==> config.mk <==
export PLATFORM = sky130hd
export DESIGN_NAME = midi_rx_parser
export DESIGN_NICKNAME = d
export VERILOG_FILES = /design/src/rtl/midi_rx_parser.sv
export SDC_FILE = /design/constraint.sdc
export NUM_CORES = 1
export LEC_CHECK = 0
export ABC_AREA = 1
export BUFFER_PORTS_ARGS = -buffer_cell sky130_fd_sc_hd__clkbuf_2
export CAP_MARGIN = 20
export CORE_MARGIN = 3
export CORE_UTILIZATION = 42
export DETAILED_ROUTE_END_ITERATION = 10
export HOLD_SLACK_MARGIN = 0.08
export PLACE_DENSITY_LB_ADDON = 0.08
export SETUP_SLACK_MARGIN = 0.4
export SLEW_MARGIN = 15
export SYNTH_ARGS = -nofsm -noshare
export SYNTH_HDL_FRONTEND = slang
export SYNTH_SLANG_ARGS = --single-unit
==> constraint.sdc <==
create_clock -name clk -period 1.48 [get_ports clk]
set_input_delay 0.296 -clock clk [delete_from_list [all_inputs] [get_ports clk]]
set_output_delay 0.296 -clock clk [all_outputs]
set_load 0.02 [all_outputs]
==> src/rtl/midi_rx_parser.sv <==
// MIDI IN receiver and message assembler.
// Oversamples the raw MIDI line in the clk domain, deframes 8N1 bytes and
// builds channel / system-common messages with running status. Real-time
// bytes bypass the message assembler entirely.
//
// Receiver FSM
//   state | meaning
//   BREAK | line not yet seen high (after reset or framing error)
//   IDLE  | line high, waiting for a start-bit falling edge
//   START | validating the start bit at its midpoint
//   DATA  | sampling 8 data bits mid-bit, LSB first
//   STOP  | sampling the stop bit; high accepts the byte
module midi_rx_parser #(
    parameter int CLKS_PER_BIT = 3200,
    parameter int SYNC_STAGES  = 2
) (
    input  logic       clk,
    input  logic       rst,
    input  logic       midi_rx,
    output logic       msg_valid,
    output logic [7:0] msg_status,
    output logic [7:0] msg_data1,
    output logic [7:0] msg_data2,
    output logic [1:0] msg_len,
    output logic       rt_valid,
    output logic [7:0] rt_byte,
    output logic       frame_err,
    output logic       busy
);

    localparam int CW = $clog2(CLKS_PER_BIT);
    localparam logic [CW-1:0] CNT_LAST  = CW'(CLKS_PER_BIT - 1);
    localparam logic [CW-1:0] HALF_LAST = CW'(CLKS_PER_BIT / 2 - 1);

    typedef enum logic [2:0] {
        S_BREAK,
        S_IDLE,
        S_START,
        S_DATA,
        S_STOP
    } rx_state_t;

    rx_state_t state_q, state_d;

    logic [SYNC_STAGES-1:0] sync_q;
    logic                   rx_s;
    logic [CW-1:0]          cnt_q;
    logic [2:0]             bit_idx_q;
    logic [7:0]             shift_q;
    logic                   cnt_clr, bit_take, stop_ok, stop_bad;
    logic                   byte_stb_q, ferr_stb_q, busy_q;

    // Parser context: the status currently accepting data bytes.
    logic [7:0] cur_status_q;
    logic [1:0] cur_need_q;
    logic       cur_active_q;
    logic       cur_chan_q;
    logic       have_d1_q;
    logic [7:0] cur_d1_q;

    logic [1:0] dec_need;
    logic       dec_open;
    logic       dec_chan;

    assign rx_s = sync_q[SYNC_STAGES-1];
    assign busy = busy_q;

    // Synchroniser for the asynchronous line; resets to the idle (high) level.
    always_ff @(posedge clk or negedge rst) begin
        if (!rst) sync_q <= '1;
        else      sync_q <= {sync_q[SYNC_STAGES-2:0], midi_rx};
    end

    // Receiver state register plus registered busy that mirrors it.
    always_ff @(posedge clk or negedge rst) begin
        if (!rst) begin
            state_q <= S_BREAK;
            busy_q  <= 1'b0;
        end else begin
            state_q <= state_d;
            busy_q  <= (state_d != S_IDLE);
        end
    end

    // Receiver next-state and per-cycle control strobes.
    always_comb begin
        state_d  = state_q;
        cnt_clr  = 1'b0;
        bit_take = 1'b0;
        stop_ok  = 1'b0;
        stop_bad = 1'b0;
        case (state_q)
            S_BREAK: begin
                if (rx_s) state_d = S_IDLE;
            end
            S_IDLE: begin
                cnt_clr = 1'b1;
                if (!rx_s) state_d = S_START;
            end
            S_START: begin
                if (cnt_q == HALF_LAST) begin
                    cnt_clr = 1'b1;
                    state_d = rx_s ? S_IDLE : S_DATA;
                end
            end
            S_DATA: begin
                if (cnt_q == CNT_LAST) begin
                    cnt_clr  = 1'b1;
                    bit_take = 1'b1;
                    if (bit_idx_q == 3'd7) state_d = S_STOP;
                end
            end
            S_STOP: begin
                if (cnt_q == CNT_LAST) begin
                    cnt_clr = 1'b1;
                    if (rx_s) begin
                        stop_ok = 1'b1;
                        state_d = S_IDLE;
                    end else begin
                        stop_bad = 1'b1;
                        state_d  = S_BREAK;
                    end
                end
            end
            default: state_d = S_BREAK;
        endcase
    end

    // Bit-period counter, bit index, shift register and byte-level strobes.
    always_ff @(posedge clk or negedge rst) begin
        if (!rst) begin
            cnt_q      <= '0;
            bit_idx_q  <= 3'd0;
            shift_q    <= 8'h00;
            byte_stb_q <= 1'b0;
            ferr_stb_q <= 1'b0;
        end else begin
            cnt_q      <= cnt_clr ? '0 : cnt_q + CW'(1);
            if (state_q != S_DATA) bit_idx_q <= 3'd0;
            else if (bit_take)     bit_idx_q <= bit_idx_q + 3'd1;
            if (bit_take) shift_q <= {rx_s, shift_q[7:1]};
            byte_stb_q <= stop_ok;
            ferr_stb_q <= stop_bad;
        end
    end

    // Status decode: how many data bytes follow, and whether it is running status.
    always_comb begin
        dec_need = 2'd0;
        dec_open = 1'b0;
        dec_chan = 1'b0;
        if (shift_q < 8'hF0) begin
            dec_chan = 1'b1;
            dec_open = 1'b1;
            dec_need = (shift_q[7:4] == 4'hC || shift_q[7:4] == 4'hD) ? 2'd1 : 2'd2;
        end else begin
            case (shift_q)
                8'hF1, 8'hF3: begin dec_need = 2'd1; dec_open = 1'b1; end
                8'hF2:        begin dec_need = 2'd2; dec_open = 1'b1; end
                default:      ;
            endcase
        end
    end

    // Message assembly. F0 and other data-less statuses close the data slot,
    // so sysex payload and orphan data bytes fall through and are dropped.
    always_ff @(posedge clk or negedge rst) begin
        if (!rst) begin
            msg_valid    <= 1'b0;
            msg_status   <= 8'h00;
            msg_data1    <= 8'h00;
            msg_data2    <= 8'h00;
            msg_len      <= 2'd0;
            rt_valid     <= 1'b0;
            rt_byte      <= 8'h00;
            frame_err    <= 1'b0;
            cur_status_q <= 8'h00;
            cur_need_q   <= 2'd0;
            cur_active_q <= 1'b0;
            cur_chan_q   <= 1'b0;
            have_d1_q    <= 1'b0;
            cur_d1_q     <= 8'h00;
        end else begin
            msg_valid <= 1'b0;
            rt_valid  <= 1'b0;
            frame_err <= ferr_stb_q;
            if (byte_stb_q) begin
                if (shift_q >= 8'hF8) begin
                    rt_valid <= 1'b1;
                    rt_byte  <= shift_q;
                end else if (shift_q[7]) begin
                    cur_status_q <= shift_q;
                    cur_need_q   <= dec_need;
                    cur_active_q <= dec_open;
                    cur_chan_q   <= dec_chan;
                    have_d1_q    <= 1'b0;
                    if (shift_q == 8'hF6) begin
                        msg_valid  <= 1'b1;
                        msg_status <= shift_q;
                        msg_data1  <= 8'h00;
                        msg_data2  <= 8'h00;
                        msg_len    <= 2'd1;
                    end
                end else if (cur_active_q) begin
                    if (!have_d1_q && cur_need_q == 2'd1) begin
                        msg_valid    <= 1'b1;
                        msg_status   <= cur_status_q;
                        msg_data1    <= shift_q;
                        msg_data2    <= 8'h00;
                        msg_len      <= 2'd2;
                        cur_active_q <= cur_chan_q;
                    end else if (!have_d1_q) begin
                        cur_d1_q  <= shift_q;
                        have_d1_q <= 1'b1;
                    end else begin
                        msg_valid    <= 1'b1;
                        msg_status   <= cur_status_q;
                        msg_data1    <= cur_d1_q;
                        msg_data2    <= shift_q;
                        msg_len      <= 2'd3;
                        have_d1_q    <= 1'b0;
                        cur_active_q <= cur_chan_q;
                    end
                end
            end
        end
    end

endmodule

# Yosys cells after proc, flatten, opt, wreduce, memory -nomap -nowiden
# Index checks and enable logic that the tools add are counted.
dict set report classes {
  div 0
  n_lt_le_gt_ge 2
  n_addsub 2
  multipliers 0
  n_reduce_logical 16
  bitwise 4
  n_mux 64
  shifts 0
  eq_ne 18
}
# op n
set ops {}
lappend ops {{two-way mux 8 bit} 14}
lappend ops {{equality test 8 bit (second input constant)} 4}
lappend ops {{two-way mux 1 bit} 30}
lappend ops {{two-way mux 3 bit} 8}
lappend ops {{two-way mux 2 bit} 8}
lappend ops {{case mux 3 bit (5 select lines)} 1}
lappend ops {{adder 12 x 1 -> 12 bit (second input constant)} 1}
lappend ops {{equality test 12 x 11 -> 1 bit (second input constant)} 1}
lappend ops {{equality test 12 bit (second input constant)} 1}
lappend ops {{two-way mux 12 bit} 1}
lappend ops {{equality test 4 bit (second input constant)} 2}
lappend ops {{>= comparator 8 bit (second input constant)} 1}
lappend ops {{< comparator 8 bit (second input constant)} 1}
lappend ops {{equality test 3 x 2 -> 1 bit (second input constant)} 2}
lappend ops {{equality test 3 bit (second input constant)} 2}
lappend ops {{AND reduction 6 bit} 1}
lappend ops {{AND reduction 5 bit} 1}
lappend ops {{inverter 1 bit} 4}
lappend ops {{case mux 2 bit (2 select lines)} 1}
lappend ops {{AND reduction 2 bit} 2}
lappend ops {{AND reduction 4 bit} 1}
lappend ops {{nonzero test 2 bit} 2}
lappend ops {{OR reduction 2 bit} 2}
lappend ops {{adder 3 x 1 -> 3 bit (second input constant)} 1}
lappend ops {{14 further kinds} 14}
dict set report word_totals {
  ram_bits 0
  mem_bits_ro 0
  latch_bits 0
  in_bits 3
  mem_count 0
  reg_bits 88
}

# Depth between registers and ports, before layout
dict set report logic_depth {
  depth_word 7
  depth_mapped 9
}

# Least setup slack after synthesis
# No wires, ideal clock.
dict set report synth_path {
  path_kind {flip-flop to flip-flop}
  startpoint {register cnt_q[0]}
  endpoint {register cnt_q[2]}
  path_stages_with_launch 9
  t_arrival_ns 1.342
  setup_time_ns 0.120
  required_time_ns 1.360
  path_slack_ns 0.018
  path_buffers 1
  period_less_slack_ns 1.462
  cell_sequence {dfrtp_1 > ha_1 > nand2_1 > nor2_2 > and3_1 > o21ai_1 > nand2_1 > buf_4 > nor2_1}
}
dict set report synth_via {
  elab_chain_cells 4
  word_cells_on_any_way 7
  cone_classes {1 x add/sub; 2 x eq/ne; 4 x mux}
}
# element line
set synth_lines {}
lappend synth_lines {{start, declared} 47} ;# logic [CW-1:0] cnt_q;
lappend synth_lines {{start signal, assigned} 138} ;# cnt_q <= cnt_clr ? '0 : cnt_q + CW'(1);
lappend synth_lines {{parallel branches: the longest is 3 deep, another holds adder 12 x 1 -> 12 bit} -}
lappend synth_lines {{two-way mux 12 bit (*)} 138}
# Mark *: on every way between the ends.
# A chain may end at the register's enable or synchronous reset.

# Final worst setup path
dict set report layout_path {
  startpoint {register shift_q[7]}
  endpoint {register msg_data2[3]}
}
dict set report layout_via {
  elab_chain_cells 3
  word_cells_on_any_way 8
  cone_classes {1 x order compare; 2 x eq/ne; 1 x mux; 1 x bitwise; 3 x reduce/logical}
}
# element line
set layout_lines {}
lappend layout_lines {{start, declared} 49} ;# logic [7:0] shift_q;
lappend layout_lines {{start signal, assigned} 141} ;# if (bit_take) shift_q <= {rx_s, shift_q[7:1]};
lappend layout_lines {{>= comparator 8 bit or equality test 8 bit (tied branches)} {188, 197}}
lappend layout_lines {{inverter 1 bit (no source line) or inequality test 2 x 1 -> 1 bit (tied branches)} -}
lappend layout_lines {{AND reduction 5 bit (no source line)} -}
lappend layout_lines {{end signal, assigned} 219} ;# msg_data2 <= shift_q;
lappend layout_lines {{end, declared} 23} ;# output logic [7:0] msg_data2,
# Several ways; a longest one is shown, not always the timed one.

==> results.tsv <==
metric	value	unit
syn-cell-area	3830	µm²
combPwrFrac	11.2	%
cts_tree	built	
internal_power	0.00372	W
die_w	101	µm
critPathCaptureType	flip-flop	
synthCells	422	
rsz0062_at_grt	true	
final_area	5810	µm²
powerDensity	845	nW/µm²
slowest_delay	0.46	ns
cts_inserted_buffers	9	
die_h	101	µm
multi_input_area	1830	µm²
crit_type	flip-flop to flip-flop	
yosysSeqAreaShare	56.3	%
dpl_cell_area	4470	µm²
switching_share	24.1	%
hold_path_class	flip-flop to flip-flop	
antenna_found_initial	0	
io_buffers	38	
p_sw	0.00118	W
synthMuxAreaShare	0.261	%
fin_nets	548	
num_rows	34	
period_needed	1.42	ns
drt_pre_antenna_iters	4	
gr-total-overflow	0	
yosysWarnings	0	
synth_xor_area_share	2.06	%
skew	0.0114	ns
num_vias	3175	
start_kind	flip-flop	
period_share	95.7	%
critical_path.max_fanout	7	
grt_pass1_vias	2970	
power_frac_seq	52.4	%
vias_per_cell	4.85	
required	1.72	ns
core_area	8810	µm²
yosys.area_share.simple	23.2	%
clkLatencyLatePin	0.35	ns
drc	0	
gp_congestion	0.816	
holdWs	0.352	ns
crit_buf_inv	3	
clock_sinks	86	
finalMaxSlewViolations	0	
wl_per_cell	13.7	µm
finalSetupViolations	0	
layout_commonest_cell	dfrtp_1	
clockRootBuffer	clkbuf_8	
cap_viol_max_count	0	
cts_buffer_depth	2	
drive_gt1_share	45.5	%
dieArea	10300	µm²
worstPathCellList	buf_6, inv_2, nand3_1, nand2_2, nand2_8, clkbuf_16, nand2_4, o21ai_2	
pwr-share-clk	36.4	%
grt_max_degree	27	
fmax	706	MHz
avgSynthCellArea	9.07	µm²
fin_tns_setup	0	ns
clk_pin_slew	0.08	ns
cp.arrival	1.66	ns
io_pins	41	
h-tree-depth	3	
grt_usage	17.0	%
status	finished clean	
final_hold_viol_count	0	
synth_top_family_by_area	simple AND/OR/NAND/NOR gates	
n_antenna_cell	0	
place_hpwl	5510	µm
ys_types	32	
syn2layout_area_growth	51.7	%
timing.final.ws_setup	0.0629	ns
initial_core_util	43.5	%
path_delay_family	flip-flops	
synth-compound-area-share	10.6	%
dr.first_iter.drc_count	100	
grt_pass1_wl	13800	µm
mostFrequentLayoutCells	83 x dfrtp_1, 80 x nand2_1, 60 x buf_4	
wl	8950	µm
place_ws	0.0165	ns
critPathSlowestCell	dfrtp_2	
peakVddDrop	793	µV
ys_seq_elements	86	
nFillCells	708	
seq_area	2160	µm²
synthAdderAreaFrac	0.980	%
p_leak	2.76	nW
ant_nets	0	
per-stage QoR:
step,util [%],std cells,power (W)
after floorplan,-,423,0.00294
after global placement,50.8,588,0.00310
after detailed placement,50.8,588,0.00311
after CTS,60.4,640,0.00496
after global routing,66.0,655,0.00514
final,66.0,655,0.00491
power groups by stage:
stage                     clock network (W)  logic [W]  registers [W]
after floorplan                           0   0.000334        0.00260
after global placement                    0   0.000483        0.00261
after detailed placement                  0   0.000499        0.00261
after CTS                           0.00183   0.000559        0.00257
after global routing                0.00192   0.000637        0.00258
final                               0.00179   0.000550        0.00257
metal layers:
| layer | up-vias | part of all wire (%) | GRT usage, % |
|---|---|---|---|
| met1 | 1533 | 44 | 21.7 |
| met5 | - | 0 | 0 |
| met2 | 36 | 52 | 29.1 |
| li1 | 1593 | - | - |
| met4 | 0 | 1.7 | 6.44 |
| met3 | 13 | 1.7 | 2.55 |
cell usage after synthesis:
| master | number | share of area (%) |
|---|---|---|
| inv_1 | 28 | 2.7 |
| inv_2 | 6 | 0.59 |
| nand4_2 | 1 | 0.33 |
| nor3_4 | 1 | 0.42 |
| o21ai_0 | 37 | 4.8 |
| nand4_1 | 3 | 0.49 |
| xnor2_1 | 5 | 1.1 |
| dfstp_2 | 2 | 1.4 |
| o21ai_2 | 18 | 4.1 |
| or2_2 | 5 | 0.82 |
| a21oi_1 | 3 | 0.39 |
| nand2_1 | 127 | 12 |
| and3_1 | 1 | 0.16 |
| clkbuf_1 | 6 | 0.59 |
| mux2i_1 | 1 | 0.26 |
| nand2_4 | 1 | 0.29 |
| buf_6 | 7 | 2.1 |
| ha_1 | 3 | 0.98 |
| dfrtp_1 | 84 | 55 |
| nor3_1 | 3 | 0.39 |
| xor2_1 | 4 | 0.91 |
| conb_1 | 1 | 0.098 |
| nor2_1 | 31 | 3.0 |
| nor2_4 | 2 | 0.59 |
| buf_4 | 3 | 0.59 |
| o211ai_1 | 1 | 0.20 |
| nand3_2 | 1 | 0.26 |
| nand2_2 | 2 | 0.33 |
| or2_1 | 1 | 0.16 |
| o21ai_1 | 8 | 1.0 |
| nor2_2 | 1 | 0.16 |
| nand3_1 | 25 | 3.3 |
area by class of cell:
| cell class | count | share of cell area, % |
|---|---|---|
| clock buffer | 12 | 2.50 |
| timing repair buffer | 124 | 23.0 |
| sequential | 86 | 37.1 |
| tap | 108 | 2.33 |
| multi-input combinational | 287 | 31.4 |
| inverter | 34 | 2.41 |
| clock inverter | 4 | 1.21 |
worst paths after layout:
check	from	depth (start not counted)	endpoint	slack, ns
min	ferr_stb_q	0	frame_err	0.35
max reg2reg	shift_q[7]	8	msg_data2[3]	0.06
min reg2reg	ferr_stb_q	0	frame_err	0.35
max	shift_q[7]	8	msg_data2[3]	0.06
min in group asynchronous	rst	2	msg_data1[3]	0.38
max in group asynchronous	rst	3	msg_status[5]	0.57
flip-flops by register name, indices dropped and copies added, names as in the netlist, 2 cells and up:
register	cells
msg_data2	7
cur_need_q	2
msg_status	8
msg_len	2
cur_d1_q	7
shift_q	8
bit_idx_q	3
cnt_q	12
cur_status_q	8
msg_data1	7
rt_byte	8
state_q	3
sync_q	2
logic make-up (layout without fill, tap and decap cells):
kind of cell | after synthesis | after routing
adder cells (fa/ha/maj) | 3 | 3
XOR/XNOR | 9 | 9
multiplexers | 1 | 1
buffers and inverters | 50 | 174
other | 1 | 2
flip-flops | 86 | 86
AND/OR/NAND/NOR | 205 | 205
AO/OA/AOI/OAI | 67 | 67
timing repair:
action / CTS / global route
hold buffers: 2 / 0
setup endpoints to repair: 119 / 119
resized for setup: 79 / 124
buffers inserted: 31 / 13
pin swaps: 14 / 13
hold endpoints to repair: 20 / 0
gates cloned: 3 / 2
Power figures use the tool's default switching activity.
